$ cat src/rtl/ula_pkg.sv
// Shared types and constants for the ULA command sequencer.
// The ULA op code is {mode, oper}: mode 0 selects arithmetic, mode 1 selects logic.
package ula_pkg;

    localparam int WIDTH = 6;
    localparam int NREGS = 4;

    typedef enum logic [1:0] {
        IDLE  = 2'd0,
        CLEAR = 2'd1,
        ISSUE = 2'd2,
        RESP  = 2'd3
    } seq_state_t;

    // Arithmetic group (mode = 0); the ULA reports carry/borrow on overflow
    localparam logic [3:0] OP_ADD   = 4'b0000;  // A + B
    localparam logic [3:0] OP_SUB   = 4'b0001;  // A - B
    localparam logic [3:0] OP_SUBR  = 4'b0010;  // B - A
    localparam logic [3:0] OP_DECA  = 4'b0011;  // A - 1
    localparam logic [3:0] OP_INCA  = 4'b0100;  // A + 1
    localparam logic [3:0] OP_INCB  = 4'b0101;  // B + 1
    localparam logic [3:0] OP_DECB  = 4'b0110;  // B - 1
    localparam logic [3:0] OP_NEGA  = 4'b0111;  // 0 - A

    // Logic group (mode = 1); overflow is left untouched by the ULA
    localparam logic [3:0] OP_AND   = 4'b1000;
    localparam logic [3:0] OP_OR    = 4'b1001;
    localparam logic [3:0] OP_NAND  = 4'b1010;
    localparam logic [3:0] OP_NOR   = 4'b1011;
    localparam logic [3:0] OP_XOR   = 4'b1100;
    localparam logic [3:0] OP_XNOR  = 4'b1101;
    localparam logic [3:0] OP_PASSA = 4'b1110;
    localparam logic [3:0] OP_PASSB = 4'b1111;

endpackage

$ cat src/rtl/ula_regfile.sv
// Operand register file: NREGS x WIDTH, two combinational read ports,
// one clocked write port, synchronous clear on reset.
module ula_regfile
    import ula_pkg::*;
#(
    parameter int WIDTH = ula_pkg::WIDTH,
    parameter int NREGS = ula_pkg::NREGS,
    localparam int AW   = $clog2(NREGS)
) (
    input  logic             clk,
    input  logic             reset,
    input  logic             we_i,
    input  logic [AW-1:0]    waddr_i,
    input  logic [WIDTH-1:0] wdata_i,
    input  logic [AW-1:0]    raddr_a_i,
    output logic [WIDTH-1:0] rdata_a_o,
    input  logic [AW-1:0]    raddr_b_i,
    output logic [WIDTH-1:0] rdata_b_o
);

    logic [WIDTH-1:0] regs_q [NREGS];

    // Storage: cleared by reset, single write per cycle
    always_ff @(posedge clk) begin
        if (reset) begin
            for (int i = 0; i < NREGS; i++) begin
                regs_q[i] <= '0;
            end
        end else if (we_i) begin
            regs_q[waddr_i] <= wdata_i;
        end
    end

    assign rdata_a_o = regs_q[raddr_a_i];
    assign rdata_b_o = regs_q[raddr_b_i];

endmodule

$ cat src/rtl/ula_sequencer.sv
// Command-driven initiator for one external ULA instance.
//
//   state | meaning
//   ------+----------------------------------------------------------
//   IDLE  | ready for a command; operands sampled from RF on accept
//   CLEAR | ULA held in reset with operands/op driven (clears overflow)
//   ISSUE | ULA released; result and flags captured at end of cycle
//   RESP  | response valid, held stable until rsp_ready
//
// The ULA is kept in reset whenever it is not in ISSUE, so a stale overflow
// from an earlier command can never leak into a logic op's flags.
module ula_sequencer
    import ula_pkg::*;
#(
    parameter int WIDTH = ula_pkg::WIDTH,
    parameter int NREGS = ula_pkg::NREGS,
    localparam int AW   = $clog2(NREGS)
) (
    input  logic             clk,
    input  logic             reset,
    input  logic             cmd_valid,
    output logic             cmd_ready,
    input  logic             cmd_load,
    input  logic [3:0]       cmd_op,
    input  logic [AW-1:0]    cmd_rd,
    input  logic [AW-1:0]    cmd_ra,
    input  logic [AW-1:0]    cmd_rb,
    input  logic [WIDTH-1:0] cmd_imm,
    output logic             rsp_valid,
    input  logic             rsp_ready,
    output logic [WIDTH-1:0] rsp_data,
    output logic             rsp_ovf,
    output logic             rsp_zero,
    output logic             ovf_sticky,
    output logic [WIDTH-1:0] alu_a,
    output logic [WIDTH-1:0] alu_b,
    output logic             alu_mode,
    output logic [2:0]       alu_oper,
    output logic             alu_reset,
    input  logic [WIDTH-1:0] alu_o,
    input  logic             alu_overflow,
    input  logic             alu_zero
);

    seq_state_t       state_q, state_d;
    logic [3:0]       op_q, op_d;
    logic [AW-1:0]    rd_q, rd_d;
    logic [WIDTH-1:0] alu_a_q, alu_a_d;
    logic [WIDTH-1:0] alu_b_q, alu_b_d;
    logic             alu_reset_q;
    logic [WIDTH-1:0] rsp_data_q, rsp_data_d;
    logic             rsp_ovf_q, rsp_ovf_d;
    logic             rsp_zero_q, rsp_zero_d;
    logic             rsp_valid_q;
    logic             ovf_sticky_q, ovf_sticky_d;

    logic             cmd_fire;
    logic             rf_we;
    logic [AW-1:0]    rf_waddr;
    logic [WIDTH-1:0] rf_wdata;
    logic [WIDTH-1:0] rf_rdata_a;
    logic [WIDTH-1:0] rf_rdata_b;

    ula_regfile #(
        .WIDTH (WIDTH),
        .NREGS (NREGS)
    ) u_regfile (
        .clk       (clk),
        .reset     (reset),
        .we_i      (rf_we),
        .waddr_i   (rf_waddr),
        .wdata_i   (rf_wdata),
        .raddr_a_i (cmd_ra),
        .rdata_a_o (rf_rdata_a),
        .raddr_b_i (cmd_rb),
        .rdata_b_o (rf_rdata_b)
    );

    // Ready is the only unregistered output; it drops while reset is asserted
    assign cmd_ready = (state_q == IDLE) && !reset;
    assign cmd_fire  = cmd_valid && cmd_ready;

    // Next-state, operand/response capture and RF write selection
    always_comb begin
        state_d    = state_q;
        op_d       = op_q;
        rd_d       = rd_q;
        alu_a_d    = alu_a_q;
        alu_b_d    = alu_b_q;
        rsp_data_d = rsp_data_q;
        rsp_ovf_d  = rsp_ovf_q;
        rsp_zero_d = rsp_zero_q;
        rf_we      = 1'b0;
        rf_waddr   = rd_q;
        rf_wdata   = alu_o;

        case (state_q)
            IDLE: begin
                if (cmd_fire) begin
                    op_d    = cmd_op;
                    rd_d    = cmd_rd;
                    alu_a_d = rf_rdata_a;
                    alu_b_d = rf_rdata_b;
                    if (cmd_load) begin
                        rf_we      = 1'b1;
                        rf_waddr   = cmd_rd;
                        rf_wdata   = cmd_imm;
                        rsp_data_d = cmd_imm;
                        rsp_ovf_d  = 1'b0;
                        rsp_zero_d = (cmd_imm == '0);
                        state_d    = RESP;
                    end else begin
                        state_d    = CLEAR;
                    end
                end
            end
            CLEAR: begin
                state_d = ISSUE;
            end
            ISSUE: begin
                rf_we      = 1'b1;
                rsp_data_d = alu_o;
                rsp_ovf_d  = alu_overflow;
                rsp_zero_d = alu_zero;
                state_d    = RESP;
            end
            RESP: begin
                if (rsp_ready) begin
                    state_d = IDLE;
                end
            end
            default: begin
                state_d = IDLE;
            end
        endcase

        ovf_sticky_d = ovf_sticky_q;
        if ((state_d == RESP) && (state_q != RESP)) begin
            ovf_sticky_d = ovf_sticky_q | rsp_ovf_d;
        end
    end

    // State and registered outputs; reset aborts any in-flight command
    always_ff @(posedge clk) begin
        if (reset) begin
            state_q      <= IDLE;
            op_q         <= '0;
            rd_q         <= '0;
            alu_a_q      <= '0;
            alu_b_q      <= '0;
            alu_reset_q  <= 1'b1;
            rsp_data_q   <= '0;
            rsp_ovf_q    <= 1'b0;
            rsp_zero_q   <= 1'b0;
            rsp_valid_q  <= 1'b0;
            ovf_sticky_q <= 1'b0;
        end else begin
            state_q      <= state_d;
            op_q         <= op_d;
            rd_q         <= rd_d;
            alu_a_q      <= alu_a_d;
            alu_b_q      <= alu_b_d;
            alu_reset_q  <= (state_d != ISSUE);
            rsp_data_q   <= rsp_data_d;
            rsp_ovf_q    <= rsp_ovf_d;
            rsp_zero_q   <= rsp_zero_d;
            rsp_valid_q  <= (state_d == RESP);
            ovf_sticky_q <= ovf_sticky_d;
        end
    end

    assign rsp_valid  = rsp_valid_q;
    assign rsp_data   = rsp_data_q;
    assign rsp_ovf    = rsp_ovf_q;
    assign rsp_zero   = rsp_zero_q;
    assign ovf_sticky = ovf_sticky_q;
    assign alu_a      = alu_a_q;
    assign alu_b      = alu_b_q;
    assign alu_mode   = op_q[3];
    assign alu_oper   = op_q[2:0];
    assign alu_reset  = alu_reset_q;

endmodule

$ cat config.mk
export PLATFORM = sky130hd
export DESIGN_NAME = ula_sequencer
export DESIGN_NICKNAME = d
export VERILOG_FILES = /design/src/rtl/ula_pkg.sv /design/src/rtl/ula_regfile.sv /design/src/rtl/ula_sequencer.sv
export SDC_FILE = /design/constraint.sdc
export NUM_CORES = 1
export LEC_CHECK = 0
export CAP_MARGIN = 20
export CORE_MARGIN = 2
export CORE_UTILIZATION = 54
export DETAILED_ROUTE_END_ITERATION = 7
export PLACE_DENSITY = 0.88
export SLEW_MARGIN = 40
export SYNTH_ARGS = -nofsm -noshare
export SYNTH_HDL_FRONTEND = slang
export SYNTH_HIERARCHICAL = 1
export SYNTH_SLANG_ARGS = --single-unit
$ cat constraint.sdc
create_clock -name clk -period 6.2 [get_ports clk]
set_input_delay 1.55 -clock clk [delete_from_list [all_inputs] [get_ports clk]]
set_output_delay 1.55 -clock clk [all_outputs]
set_load 0.01 [all_outputs]
[Word level (Yosys, flattened, before mapping)]
Memories as Yosys holds them, arrays and structs flattened. A register that Yosys moved wholly into a read port is not among the register bits.
Index checks and enable logic that the tools add are counted.
Storage, ports and cells
  RAM bits: 24
  register bits after elaboration: 19
  word-level logic and storage cells: 59
  memories kept: 1
  output and inout port bits: 28
  input bits: 29
Operators by class
  equality and inequality tests: 8
  reductions and logical operators: 10
  bitwise operators: 1
  multiplexer cells: 30
Memory list
  u_regfile.regs_q: depth 4, bits a word 6, rd ports 2, clocked after Yosys merged registers in 2, write ports 4, RTL line ula_regfile.sv:21  | logic [WIDTH-1:0] regs_q [NREGS];
Operators with widths (number)
  $mux W6: 6
  $mux W2: 7
  $mux W1: 12
  $pmux W6 S2: 1
  $ne A2 B2 Y1 const B: 4
  $pmux W2 S4: 1
  $eq A2 B2 Y1 const B: 3
  $logic_not A6 Y1: 1
  $pmux W1 S2: 3
  $reduce_or A6 Y1: 1
  $logic_and A1 B1 Y1: 3
  $reduce_and A3 Y1: 1
  $eq A2 B1 Y1 const B: 1
  $logic_not A2 Y1: 1
  $reduce_and A2 Y1: 1
  $reduce_bool A2 Y1: 1
  $logic_not A1 Y1: 1
  $or A1 B1 Y1: 1

[Logic depth before layout (Yosys ltp)]
  depth after elaboration: 10
  gate-level depth with buffers: 7
  depth with buffers taken out: 6

[Hierarchy]
Netlist, hierarchy kept.
By module, submodules not included
  ula_sequencer: seq. area each 620.6 um^2, cells an instance 165, instances 1, area each 1303.8 um^2
  ula_regfile: seq. area each 720.7 um^2, cells an instance 73, instances 1, area each 1270.0 um^2

[Least setup slack after synthesis]
Ideal clock, no wire load.
  path kind: in2out
  start: in reset
  end: out cmd_ready
  stages on the path: 1
  buffers on the path: 0
  arrival: 1.780 ns
  slack: 2.870 ns
  required time: 4.650 ns
  path through: nor3_2
Between the ends
  cells in the longest elaborated chain, start to end: 2
Ends and longest elaborated chain
  from (decl): RTL line ula_sequencer.sv:20  | input logic reset,
  $logic_not A1 Y1: RTL line ula_sequencer.sv:80  | assign cmd_ready = (state_q == IDLE) && !reset;
  $logic_and A1 B1 Y1: RTL line ula_sequencer.sv:80
  to (decl): RTL line ula_sequencer.sv:22  | output logic cmd_ready,
Every way passes these cells.

[Worst setup path in the final report]
Ends and elaborated chain as after synthesis.

==> results.txt <==
Clock Sink Count = 55
Syn Inst Count = 238
vias per inst = 5.53
design area = 3240 um^2
post-CTS setup buffer count = 0
worst slew pin tran = 0.688 ns
fin. max-slew vios = 0
final hold slack = 0.476 ns
die height = 73.0 um
GRT Residual Overflow = 0
EDFF count, synth = 24
most common flop cell mapped by yosys = dfxtp_1
crit path max fanout = 41
DR DRC count = 0
register area share after synthesis = 52.1%
final hold vios = 0
WP data arrival = 3.02 ns
vias = 1,909
num rows = 25
startpoint types = input pin
area grow syn2layout = 26.1%
remaining antenna violation count = 0
H-tree depth = 2
initial DRC count = 86
Layout fillers = 341
Root Driver = clkbuf_8
WP data required = 4.65 ns
GPL Wtd Cong = 0.789
vias in the first global route = 1,860
Clk Latency, worst-skew pair = 0.31 ns
I/O pin count = 57
RR Startpoint = state_q[0]
clock tree buffer depth = 2
pin count of the biggest net entering global routing = 42
total CTS buffers = 5
PwrDens = 244 nW/um^2
critical path type = in2out
synthesis warning total = 6
Mapped Nets = 267
Tcrit/Tclk final = 73.7%
minimum clock period = 4.57 ns
CTS Hold Bufs = 0
R2R depth = 6
max-cap viol count = 0
cts repair resizes = 0
Post-synth ARST share = 0%
Fmax achieved = 219 MHz
hold path startpoint = alu_a[4]
setup_tns = 0 ns
Max-slew headroom = 54.0%
hold path depth = 2
multi-input combinational cell area = 1160 um^2
end of the critical path = cmd_ready
Synth top area share = 28.0%
global-route wire length before repair = 8440 um
Lkg Pwr = 0.00116 uW
DR WL/cell = 14.9 um
maximum vdd drop = 0.137 mV
RSZ-0062 raised after global routing = false
Final #Nets = 319
first-pass iteration count of the detailed router = 4
Seq. cell area = 1340 um^2
initial antenna violation count = 0
Starting Density = 55.2%
Unique masters post-synth = 34
Setup violations, final = 0
Worst setup EP type = output pin
TritonCTS clock tree = done
beginning of the critical path = reset
FF-to-FF End = u_regfile/regs_q[2][5]
final wirelength = 5150 um
die width = 73.0 um
top cell type by total area after synthesis = edfxtp_1
status = finished clean
share of cells above drive strength 1 = 9.62%
Layout Skew = 0.00566 ns
Port Buffer Count = 56
die area = 5330 um^2
diodes inserted = 0
CORE AREA = 4660 um^2
synthesized area per cell = 10.8 um^2
min-delay worst type = reg2reg
worst reg2reg setup slack = 3.73 ns
clock-pin slew on the worst setup and hold paths = 0.09 ns
dpl cell area = 3140 um^2
#FFs+latches synth = 55
GRT Overall Usage = 20.5%
top post-synthesis cells by area = edfxtp_1, dfxtp_1, mux4_2
post-synthesis cell area = 2570 um^2
HPWL Detailed = 3770 um
==> layout by cell type, fill, tap and decap left out, types with 2 or more instances in the layout <==
cell type / count
clkdlybuf4s50_1: 56
nand2_1: 52
dfxtp_1: 31
and2_1: 24
edfxtp_1: 24
nand2b_1: 19
o21ai_0: 18
mux4_2: 12
a22oi_1: 6
a31oi_1: 6
a21oi_1: 5
clkbuf_8: 5
nor2_1: 4
nand3_1: 2
nor2b_1: 2
nor3_1: 2
nand3b_1: 2
a31o_2: 2
and4bb_4: 2
==> per-stage QoR <==
stage                     setup slack [ns]  utilization, %  cells  total power [uW]
final                                 1.63            69.6    345               791
after global routing                  1.55            69.6    345               824
after floorplan                       2.87               -    238               505
after CTS                             1.64            69.6    345               798
after detailed placement              1.63            67.3    337               569
after global placement                1.68            67.3    337               564
==> power breakdown <==
part / switching (uW) / leakage (uW) / internal [uW]
registers: 18.4 / 0.000504 / 406
logic: 61.4 / 0.000604 / 75.7
clock network: 111 / 0.0000556 / 118
total: 191 / 0.00116 / 600
==> Yosys cell counts, types with 3 or more instances <==
cell type  number
and2_1         25
mux4_2         12
a22oi_1         6
a21oi_1         5
edfxtp_1       24
nand2b_1       19
nand2_1        52
clkbuf_1        5
dfxtp_1        31
buf_4           3
nor2_1          4
o21ai_0        18
a31oi_1         6
==> layout make-up <==
type	count	share of cell area [%]
clock inverter	3	1.20
sequential	55	41.3
clock buffer	5	2.12
timing repair buffer	57	17.5
multi-input combinational	170	35.6
tap	54	2.08
inverter	1	0.116
==> flip-flops by register name (all words and copies together), names as in the netlist <==
| register | flops |
|---|---|
| alu_a | 6 |
| alu_b | 6 |
| alu_reset | 1 |
| op_q | 4 |
| ovf_sticky | 1 |
| rd_q | 2 |
| rsp_data | 6 |
| rsp_ovf | 1 |
| rsp_valid | 1 |
| rsp_zero | 1 |
| state_q | 2 |
| u_regfile/regs_q | 24 |
==> how the worst min path moves through the flow <==
stage                             to  slack [ns]
after floorplan              rd_q[0]        0.45
after global placement       op_q[3]        0.46
after detailed placement  ovf_sticky        0.46
after CTS                   alu_a[4]        0.48
after global routing        alu_b[3]        0.49
final                       alu_a[4]        0.48
==> critical path, cell delays in order <==
cell             delay, ns
clkdlybuf4s50_1       0.39
buf_4                 0.24
nor3_2                0.23
clkdlybuf4s50_1       0.59
==> cell families after synthesis <==
group | synth area share (%)
buffers and inverters | 3.01
DFF | 52.1
muxes | 10.5
AOI/OAI and AO/OA | 9.63
and+or+nand+nor | 24.7
==> metal layers <==
layer	wire [um]	track usage [%]	up-vias
met5	0	0	-
met4	35	8.85	0
met3	320	4.14	4
met2	2560	34.5	81
met1	2240	25.6	878
li1	-	-	946
Power figures use the tool's default switching activity.
